`src/rtl/ac_motor_gate_driver.sv`:
```
// Six-switch gate driver: decodes the space-vector selection into per-phase targets and
// runs one dead-time FSM per leg so a leg's high and low switches never conduct together.
module ac_motor_gate_driver #(
    parameter int unsigned DEAD_TIME = 100
) (
    input  logic       CLK,
    input  logic       RST,
    input  logic       ENABLE,
    input  logic [2:0] SECTOR_IN,
    input  logic       U_0,
    input  logic       U_1,
    input  logic       U_2,
    input  logic       U_7,
    output logic       GATE_AH,
    output logic       GATE_AL,
    output logic       GATE_BH,
    output logic       GATE_BL,
    output logic       GATE_CH,
    output logic       GATE_CL,
    output logic       FAULT
);

    typedef enum logic [1:0] {
        LEG_OFF  = 2'd0,
        LEG_DEAD = 2'd1,
        LEG_HI   = 2'd2,
        LEG_LO   = 2'd3
    } leg_state_t;

    localparam logic [15:0] DEAD_LAST = 16'(DEAD_TIME - 32'd1);

    // Bit 2 is phase A, bit 0 is phase C; 1 means the high side conducts.
    function automatic logic [2:0] vec_pattern(input logic [2:0] idx);
        case (idx)
            3'd1:    return 3'b100;
            3'd2:    return 3'b110;
            3'd3:    return 3'b010;
            3'd4:    return 3'b011;
            3'd5:    return 3'b001;
            3'd6:    return 3'b101;
            3'd7:    return 3'b111;
            default: return 3'b000;
        endcase
    endfunction

    logic       enable_r;
    logic [2:0] sector_r;
    logic [3:0] u_r;
    logic [2:0] target_r;
    logic       target_valid_r;
    logic       fault_r;
    logic [2:0] gate_h_r;
    logic [2:0] gate_l_r;

    logic       sector_ok_s;
    logic       multi_s;
    logic [2:0] next_sector_s;
    logic       decode_valid_s;
    logic [2:0] decode_pattern_s;
    logic       illegal_s;
    logic [2:0] target_s;
    logic       target_valid_s;
    logic [2:0] leg_target_s;
    logic       force_off_s;

    leg_state_t  leg_state_r [3];
    leg_state_t  leg_next_s  [3];
    logic [15:0] cnt_r       [3];
    logic [15:0] cnt_next_s  [3];

    // Input register stage
    always_ff @(posedge CLK or posedge RST) begin
        if (RST) begin
            enable_r <= 1'b0;
            sector_r <= 3'd0;
            u_r      <= 4'd0;
        end else begin
            enable_r <= ENABLE;
            sector_r <= SECTOR_IN;
            u_r      <= {U_7, U_2, U_1, U_0};
        end
    end

    // Vector decode and illegal-combination detection from the registered inputs
    always_comb begin
        sector_ok_s      = (sector_r != 3'd0) && (sector_r != 3'd7);
        multi_s          = (u_r & (u_r - 4'd1)) != 4'd0;
        next_sector_s    = (sector_r == 3'd6) ? 3'd1 : (sector_r + 3'd1);
        decode_valid_s   = 1'b0;
        decode_pattern_s = 3'b000;
        case (u_r)
            4'b0001: begin
                decode_valid_s   = 1'b1;
                decode_pattern_s = 3'b000;
            end
            4'b1000: begin
                decode_valid_s   = 1'b1;
                decode_pattern_s = 3'b111;
            end
            4'b0010: begin
                if (sector_ok_s) begin
                    decode_valid_s   = 1'b1;
                    decode_pattern_s = vec_pattern(sector_r);
                end else begin
                    decode_valid_s   = 1'b0;
                end
            end
            4'b0100: begin
                if (sector_ok_s) begin
                    decode_valid_s   = 1'b1;
                    decode_pattern_s = vec_pattern(next_sector_s);
                end else begin
                    decode_valid_s   = 1'b0;
                end
            end
            default: begin
                decode_valid_s = 1'b0;
            end
        endcase
        illegal_s      = multi_s | ((u_r[1] | u_r[2]) & ~sector_ok_s);
        target_s       = decode_valid_s ? decode_pattern_s : target_r;
        target_valid_s = decode_valid_s | target_valid_r;
        leg_target_s   = {target_s[0], target_s[1], target_s[2]};
        force_off_s    = ~enable_r | fault_r | illegal_s;
    end

    // Held target and sticky fault
    always_ff @(posedge CLK or posedge RST) begin
        if (RST) begin
            target_r       <= 3'b000;
            target_valid_r <= 1'b0;
            fault_r        <= 1'b0;
        end else begin
            if (decode_valid_s) begin
                target_r       <= decode_pattern_s;
                target_valid_r <= 1'b1;
            end else begin
                target_r       <= target_r;
                target_valid_r <= target_valid_r;
            end
            fault_r <= fault_r | illegal_s;
        end
    end

    // Per-leg next state; a forced off discards any dead-time count in progress
    always_comb begin
        for (int i = 0; i < 3; i++) begin
            leg_next_s[i] = leg_state_r[i];
            cnt_next_s[i] = cnt_r[i];
            if (force_off_s) begin
                leg_next_s[i] = LEG_OFF;
                cnt_next_s[i] = 16'd0;
            end else begin
                case (leg_state_r[i])
                    LEG_OFF: begin
                        if (target_valid_s) begin
                            leg_next_s[i] = LEG_DEAD;
                            cnt_next_s[i] = 16'd0;
                        end else begin
                            leg_next_s[i] = LEG_OFF;
                        end
                    end
                    LEG_DEAD: begin
                        if (cnt_r[i] == DEAD_LAST) begin
                            leg_next_s[i] = leg_target_s[i] ? LEG_HI : LEG_LO;
                            cnt_next_s[i] = 16'd0;
                        end else begin
                            cnt_next_s[i] = cnt_r[i] + 16'd1;
                        end
                    end
                    LEG_HI: begin
                        if (!leg_target_s[i]) begin
                            leg_next_s[i] = LEG_DEAD;
                            cnt_next_s[i] = 16'd0;
                        end else begin
                            leg_next_s[i] = LEG_HI;
                        end
                    end
                    LEG_LO: begin
                        if (leg_target_s[i]) begin
                            leg_next_s[i] = LEG_DEAD;
                            cnt_next_s[i] = 16'd0;
                        end else begin
                            leg_next_s[i] = LEG_LO;
                        end
                    end
                    default: begin
                        leg_next_s[i] = LEG_OFF;
                        cnt_next_s[i] = 16'd0;
                    end
                endcase
            end
        end
    end

    // Leg state, dead counters and gate registers decoded from the next state
    always_ff @(posedge CLK or posedge RST) begin
        if (RST) begin
            for (int i = 0; i < 3; i++) begin
                leg_state_r[i] <= LEG_OFF;
                cnt_r[i]       <= 16'd0;
            end
            gate_h_r <= 3'b000;
            gate_l_r <= 3'b000;
        end else begin
            for (int i = 0; i < 3; i++) begin
                leg_state_r[i] <= leg_next_s[i];
                cnt_r[i]       <= cnt_next_s[i];
                gate_h_r[i]    <= (leg_next_s[i] == LEG_HI);
                gate_l_r[i]    <= (leg_next_s[i] == LEG_LO);
            end
        end
    end

    assign GATE_AH = gate_h_r[0];
    assign GATE_AL = gate_l_r[0];
    assign GATE_BH = gate_h_r[1];
    assign GATE_BL = gate_l_r[1];
    assign GATE_CH = gate_h_r[2];
    assign GATE_CL = gate_l_r[2];
    assign FAULT   = fault_r;

endmodule

```
`config.mk`:
```
export PLATFORM = sky130hd
export DESIGN_NAME = ac_motor_gate_driver
export DESIGN_NICKNAME = d
export VERILOG_FILES = /design/src/rtl/ac_motor_gate_driver.sv
export SDC_FILE = /design/constraint.sdc
export NUM_CORES = 1
export LEC_CHECK = 0
export ABC_AREA = 1
export CORE_UTILIZATION = 55
export CTS_CLUSTER_DIAMETER = 150
export CTS_CLUSTER_SIZE = 40
export DETAILED_ROUTE_END_ITERATION = 8
export HOLD_SLACK_MARGIN = 0.06
export PLACE_DENSITY = 0.71
export SLEW_MARGIN = 20
export SYNTH_ARGS = -nofsm -noshare
export SYNTH_HDL_FRONTEND = slang
export SYNTH_SLANG_ARGS = --single-unit
```
`constraint.sdc`:
```
create_clock -name CLK -period 5.55 [get_ports CLK]
set_input_delay 0.555 -clock CLK [delete_from_list [all_inputs] [get_ports CLK]]
set_output_delay 0.555 -clock CLK [all_outputs]
set_load 0.05 [all_outputs]
```
==> results of run 1 <==
cells in the mapped netlist, drive strengths merged:
cell type,number
nand4,11
o21ai,17
or2,3
buf,13
o211ai,1
xor2,13
dfrtp,73
inv,75
nor3,10
nand2,167
nor3b,1
a21oi,13
nor4,4
nor2,68
nand3b,1
ha,4
o31ai,2
nand3,96
clkbuf,1
xnor2,4
worst min path at each step:
stage | start | to | slack (ns)
floorplan | target_valid_r | target_valid_r | 0.47
global placement | FAULT | FAULT | 0.47
detailed placement | cnt_r[31] | cnt_r[31] | 0.49
CTS | cnt_r[31] | cnt_r[31] | 0.51
global route | target_valid_r | target_valid_r | 0.53
finish | FAULT | FAULT | 0.50
sequential cells by signal (all words and copies together), names as in the netlist:
register,cells
enable_r,1
gate_l_r,3
gate_h_r,3
sector_r,3
leg_state_r,6
target_r,3
u_r,4
cnt_r,48
target_valid_r,1
FAULT,1
logic make-up after synthesis:
group	after synthesis
buf+inv	89
flops	73
xor+xnor	17
fa+ha+maj	4
compound gates	33
simple gates	361
metal layers:
metal  routed length, µm  vias to the layer above  track usage
met1                3812                     1680       0.2691
met2                4079                       73       0.3853
li1                    -                     1877            -
met5                   0                        -            0
met3                 330                       13      0.05076
met4                 107                        0      0.07514
final cells by class:
class | count | area share
Inverter | 75 | 0.06065
Timing Repair Buffer | 18 | 0.03774
Sequential cell | 73 | 0.3935
Clock inverter | 2 | 0.007547
Tap cell | 99 | 0.02668
Multi-Input combinational cell | 415 | 0.4367
Clock buffer | 14 | 0.03720
placed cells by master, fill, tap and decap left out, drive strengths merged:
master,synthesis,final
nand3b,1,1
nand4,11,11
nor2,68,68
a21oi,13,13
clkinv,0,1
dfrtp,73,73
ha,4,4
nor4,4,4
or2,3,3
inv,75,75
o21ai,17,17
clkdlybuf4s50,0,16
nor3b,1,1
buf,13,2
nor3,10,10
o211ai,1,1
clkbuf,1,14
nand3,96,96
nand2,167,167
xnor2,4,4
bufinv,0,1
o31ai,2,2
xor2,13,13
worst min-delay path, stage by stage (launching register included):
cell and delay, ns:
dfrtp_1 0.35, inv_1 0.05, nand2_1 0.06
power by group through the flow:
stage | sequential, mW | combinational (mW) | clock (mW)
final | 0.545 | 0.0480 | 0.432
after global routing | 0.545 | 0.0563 | 0.465
after CTS | 0.545 | 0.0487 | 0.446
after detailed placement | 0.555 | 0.0485 | 0
after global placement | 0.555 | 0.0471 | 0
after floorplan | 0.553 | 0.0346 | 0
metrics by stage:
step                      setup slack, ns  total power, mW  area (µm²)  hold WS (ns)
final                               3.018            1.025        4642        0.4983
after global routing                2.825            1.067        4642        0.5274
after CTS                           3.023            1.039        4642        0.5076
after detailed placement            3.045           0.6036        4434        0.4922
after global placement              3.127           0.6018        4434        0.4677
after floorplan                     3.142           0.5881        4237        0.4672
==> summary.md, run 1 <==
| Metric | Value |
|---|---|
| Reg-to-reg critical path startpoint | `u_r[1]` |
| Largest area contributor in the netlist | `dfrtp_1` |
| Initial DRC Count | `137` |
| Slew HR | `0.3990` |
| CP Capture Type | `register` |
| Crit path max fanout | `60` |
| Adder-Cell Fraction of Synth Area | `0.01181` |
| Register area | `1827 µm²` |
| Reg2reg path depth | `10` |
| WS Path Type | `reg2reg` |
| IO Count | `17` |
| Largest family of logic cells by synthesized area | `simple AND/OR/NAND/NOR gates` |
| Simple-gate portion of the synthesized area | `0.3881` |
| Area of the multi-input gates | `2027 µm²` |
| Syn_nets | `591` |
| WP buf/inv | `2` |
| Setup TNS | `0 ns` |
| Hold crit path type | `reg2reg` |
| Core footprint | `7331 µm²` |
| FMAX | `394.9 MHz` |
| Worst Path Arrival | `2.82 ns` |
| DR DRC count | `0` |
| H-tree depth | `3` |
| WL per Instance | `11.97 µm` |
| Distinct cell type count after synthesis | `33` |
| Vias in the first global route | `3424` |
| Worst-Skew Late Latency | `0.35 ns` |
| VDD IR max | `0.1642 mV` |
| Internal Power | `800.1 µW` |
| Synth Area in Compound Gates | `0.04341` |
| Global-route wire length before repair | `14.67 mm` |
| Hold Crit Depth | `2` |
| Launch point of the worst path | `u_r[1]` |
| Crit-path leading delay family | `simple AND/OR/NAND/NOR gates` |
| Slowest CP cell | `buf_4` |
| Syn Area/Cell | `7.342 µm²` |
| Detailed Routing Iterations Pass 1 | `4` |
| Routed WL | `8.329 mm` |
| Final setup violation count | `0` |
| Antenna Cells | `0` |
| Post-Syn Instances | `577` |
| Layout cells sized above 1 | `0.07873` |
| CP max stage delay | `0.51 ns` |
| Number of port buffers | `16` |
| Synth area leaders | `dfrtp_1 43%, nand2_1 14%, nand3_1 10%` |
| Number of stages on the worst setup path | `10` |
| DP HPWL | `5.784 mm` |
| Top-area cell type share of the netlist area | `0.4312` |
| CTS tree | `yes` |
| Util after Layout | `0.6332` |
| Syn Std Cell Area | `4237 µm²` |
| Startpoint Class | `register` |
| P_leak | `2.449 nW` |
| Psw | `224.4 µW` |
| Yosys reg bits | `73` |
| Tightest Pin Transition | `0.9015 ns` |
| Syn-to-layout area delta | `9.569%` |
| Initial antenna violation count | `0` |
| Fin cells | `696` |
| CP Cell Sequence | `nor2_1 > o21ai_1 > nor2_1 > o21ai_2 > nor2_4 > buf_4 > inv_2 > nor3_4 > o21ai_0 > nand2_1` |
| Synth warn | `0` |
| Rows | `31` |
| XOR/XNOR Fraction of Synth Area | `0.03514` |
| Worst Setup EP | `cnt_r[13]` |
| Remaining global-route overflow | `0` |
| GRT Total Usage | `0.2211` |
| Post-CTS setup repair buffer count | `0` |
| Die width | `89.77 µm` |
| Slew Limit Fails | `0` |
| Clock Power Share | `0.421` |
| Power per cell area | `220.7 nW/µm²` |
| Setup Skew | `0.007827 ns` |
| CTS Hold Bufs | `0` |
| Dpl cells | `680` |
| Status | `finished clean` |
| Fill cells | `635` |
| RD Place Congestion | `0.8604` |
| Setup slack, reg-to-reg | `3.02 ns` |
| Gate power share | `0.047` |
| Detail Route Antenna Nets | `0` |
| CTS clock-pin slew for the worst setup and hold paths | `0.07 ns` |
| Sw Share | `0.2190` |
| Die Area | `8058 µm²` |
| Post-synthesis sequential area ratio | `0.4312` |
| Tmin final | `2.532 ns` |
| Flop pwr share | `0.532` |
| TritonCTS Buffers | `9` |
| Reg2reg end | `cnt_r[13]` |
| NumNets Final | `606` |
| RSZ-0062 raised after global routing | `false` |
| Die Y-Extent | `89.77 µm` |
| Fin. Hold Viols | `0` |
| Largest net degree at the start of global routing | `74` |
| Mux share of post-synthesis cell area | `0` |
| DR vias | `3643` |
| Vias per std cell | `5.234` |
| CTS root buf | `clkbuf_8` |
| CTS resizes | `0` |
| Maxcap violations | `0` |
| Critical path required time | `5.83 ns` |
| Clk sinks | `73` |
| CTS Buffer Depth | `2` |
| Initial Util | `0.5779` |
| Cell repeated most along the worst path | `nor2_1` |
| Period utilisation layout | `0.4563` |
Power figures use the tool's default switching activity.
==> run 2: changes to the inputs <==
- PLACE_DENSITY: 0.71 -> 0.74
- clock period: 5.55 -> 2.18 ns (I/O delays scaled with it)
==> run 2 against run 1 <==
Clock skew decreased by 0.0030 ns; sequential cell count unchanged; sequential share of layout area decreased by 1.2 points; final cell count up 1.4%; non-clock buffer count rose by 11; worst setup slack worse by 2.8 ns; cell area is 3.0% higher; global-route usage increased by 0.77 points; total power rose to 2.7 times the previous value; clock power grew to 2.9 times the previous value; critical path type unchanged.
==> summary.md, run 2 (synthesis results as in run 1) <==
| Metric | Value |
|---|---|
| Status | `finished clean` |
| Vias per std cell | `5.251` |
| Setup TNS | `0 ns` |
| Period utilisation layout | `0.9002` |
| NumNets Final | `617` |
| Power per cell area | `580.7 nW/µm²` |
| Fin. Hold Viols | `0` |
| Fill cells | `616` |
| RSZ-0062 raised after global routing | `true` |
| Tmin final | `1.962 ns` |
| WS Path Type | `reg2reg` |
| Slew Limit Fails | `0` |
| Max reg flops | `48` |
| FMAX | `509.6 MHz` |
| Critical path required time | `2.41 ns` |
| Die width | `89.77 µm` |
| Tightest Pin Transition | `0.5271 ns` |
| Commonest non-fill, non-tap cell in the layout | `nand2_1` |
| Initial DRC Count | `164` |
| CP Capture Type | `register` |
| Slew HR | `0.6459` |
| Global-route wire length before repair | `15.16 mm` |
| Routed WL | `8.490 mm` |
| Rows | `31` |
| Post-CTS setup repair buffer count | `0` |
| TritonCTS Buffers | `9` |
| Met1 wire length | `4.025 mm` |
| Layout cells sized above 1 | `0.09885` |
| Met3 Wirelength | `310 µm` |
| Vias in the first global route | `3561` |
| WL per Instance | `12.03 µm` |
| Initial antenna violation count | `0` |
| Pre-CTS WS | `0.06891 ns` |
| Util after Layout | `0.6525` |
| VDD IR max | `0.3309 mV` |
| CTS Hold Bufs | `0` |
| Detail Route met2 WL | `4.012 mm` |
| Largest net degree at the start of global routing | `37` |
| Final WS setup | `0.2176 ns` |
| Clk sinks | `73` |
| DP HPWL | `5.990 mm` |
| Die Area | `8058 µm²` |
| Crit path max fanout | `16` |
| Initial Util | `0.5779` |
| Commonest non-fill, non-tap cells in the layout | `162 x nand2_1, 88 x nand3_1, 73 x dfrtp_1, 71 x inv_1, 60 x nor2_1` |
| Hold crit path type | `in2async` |
| DR DRC count | `0` |
| Setup slack, reg-to-reg | `0.22 ns` |
| IO Count | `17` |
| Detail Route Antenna Nets | `0` |
| Most flops, register | `cnt_r` |
| Core footprint | `7331 µm²` |
| GRT Total Usage | `0.2288` |
| Number of port buffers | `16` |
| Antenna Cells | `0` |
| RD Place Congestion | `0.9173` |
| CTS tree | `yes` |
| Setup Skew | `0.004794 ns` |
| Max layer used | `met4` |
| Startpoint Class | `register` |
| Maxcap violations | `0` |
| CTS Buffer Depth | `2` |
| CTS root buf | `clkbuf_8` |
| CTS clock-pin slew for the worst setup and hold paths | `0.07 ns` |
| Die Y-Extent | `89.77 µm` |
| Worst-Skew Late Latency | `0.34 ns` |
| H-tree depth | `3` |
| Final setup violation count | `0` |
| Detailed Routing Iterations Pass 1 | `5` |
| DR vias | `3707` |
| P_leak | `2.522 nW` |
| Syn-to-layout area delta | `12.91%` |
| Worst Path Arrival | `2.20 ns` |
| Remaining global-route overflow | `0` |
| Largest regs | `cnt_r x48, leg_state_r x6, u_r x4` |
## run 2: cell count changes in the layout (fill, tap and decap cells not counted), sizes merged
cell	change
buf	+11
bufinv	+2
clkbuf	-5
clkinv	+1
clkinvlp	+1
## run 2: critical path, cell delays in order, from the launching register on
cell and delay [ns]:
dfrtp_1 0.39, nand2_1 0.10, inv_1 0.06, ha_1 0.31, inv_1 0.07, nand2_1 0.06, nand2_1 0.04, nand4_1 0.08
nand2_1 0.06, nor2_2 0.10, nand2_1 0.11, nand2_2 0.10, nand3_4 0.19, nand3_1 0.13, nand2_1 0.06
## run 2: area by class of cell
type / count / area, µm² / area share
multi-input cells: 415 / 2037 / 0.4258
flip-flops and latches: 73 / 1827 / 0.3819
repair buffers: 29 / 282.8 / 0.05912
inverters: 75 / 281.5 / 0.05885
clock buffers: 9 / 123.9 / 0.02590
well taps: 99 / 123.9 / 0.02590
clock inverters: 6 / 107.6 / 0.02250
## run 2: power by group
part           leakage, nW  internal (mW)  switching [mW]
sequential           0.986           1.37          0.0102
clock                0.115          0.750           0.509
combinational         1.42         0.0498          0.0860
## run 2: final timing paths
check / from / endpoint / cells past startpoint
max reg2reg: sector_r[1] / cnt_r[26] / 14
max: sector_r[1] / cnt_r[26] / 14
max in group asynchronous: RST / gate_h_r[1] / 3
min reg2reg: target_valid_r / target_valid_r / 2
min in group CLK: SECTOR_IN[0] / sector_r[0] / 1
min: RST / cnt_r[33] / 2
## run 2: what timing repair did
item                                   in CTS  in global routing
setup endpoints to repair                   0                 17
endpoints found under the hold margin       0                  0
resized for setup                           0                  2
## run 2: metal layers
layer	track usage	up-vias
met1	0.2916	1726
met2	0.3865	71
met4	0.08607	0
met3	0.04315	13
li1	-	1897
met5	0	-
## run 2: stage by stage
stage	hold slack (ns)	std cells	instance area (µm²)	power [mW]
global placement	0.4723	691	4542	1.542
floorplan	0.2494	577	4237	1.497
CTS	0.1859	706	4773	2.803
detailed placement	0.4849	691	4542	1.549
finish	0.1812	706	4783	2.778
global route	0.2227	706	4783	2.873
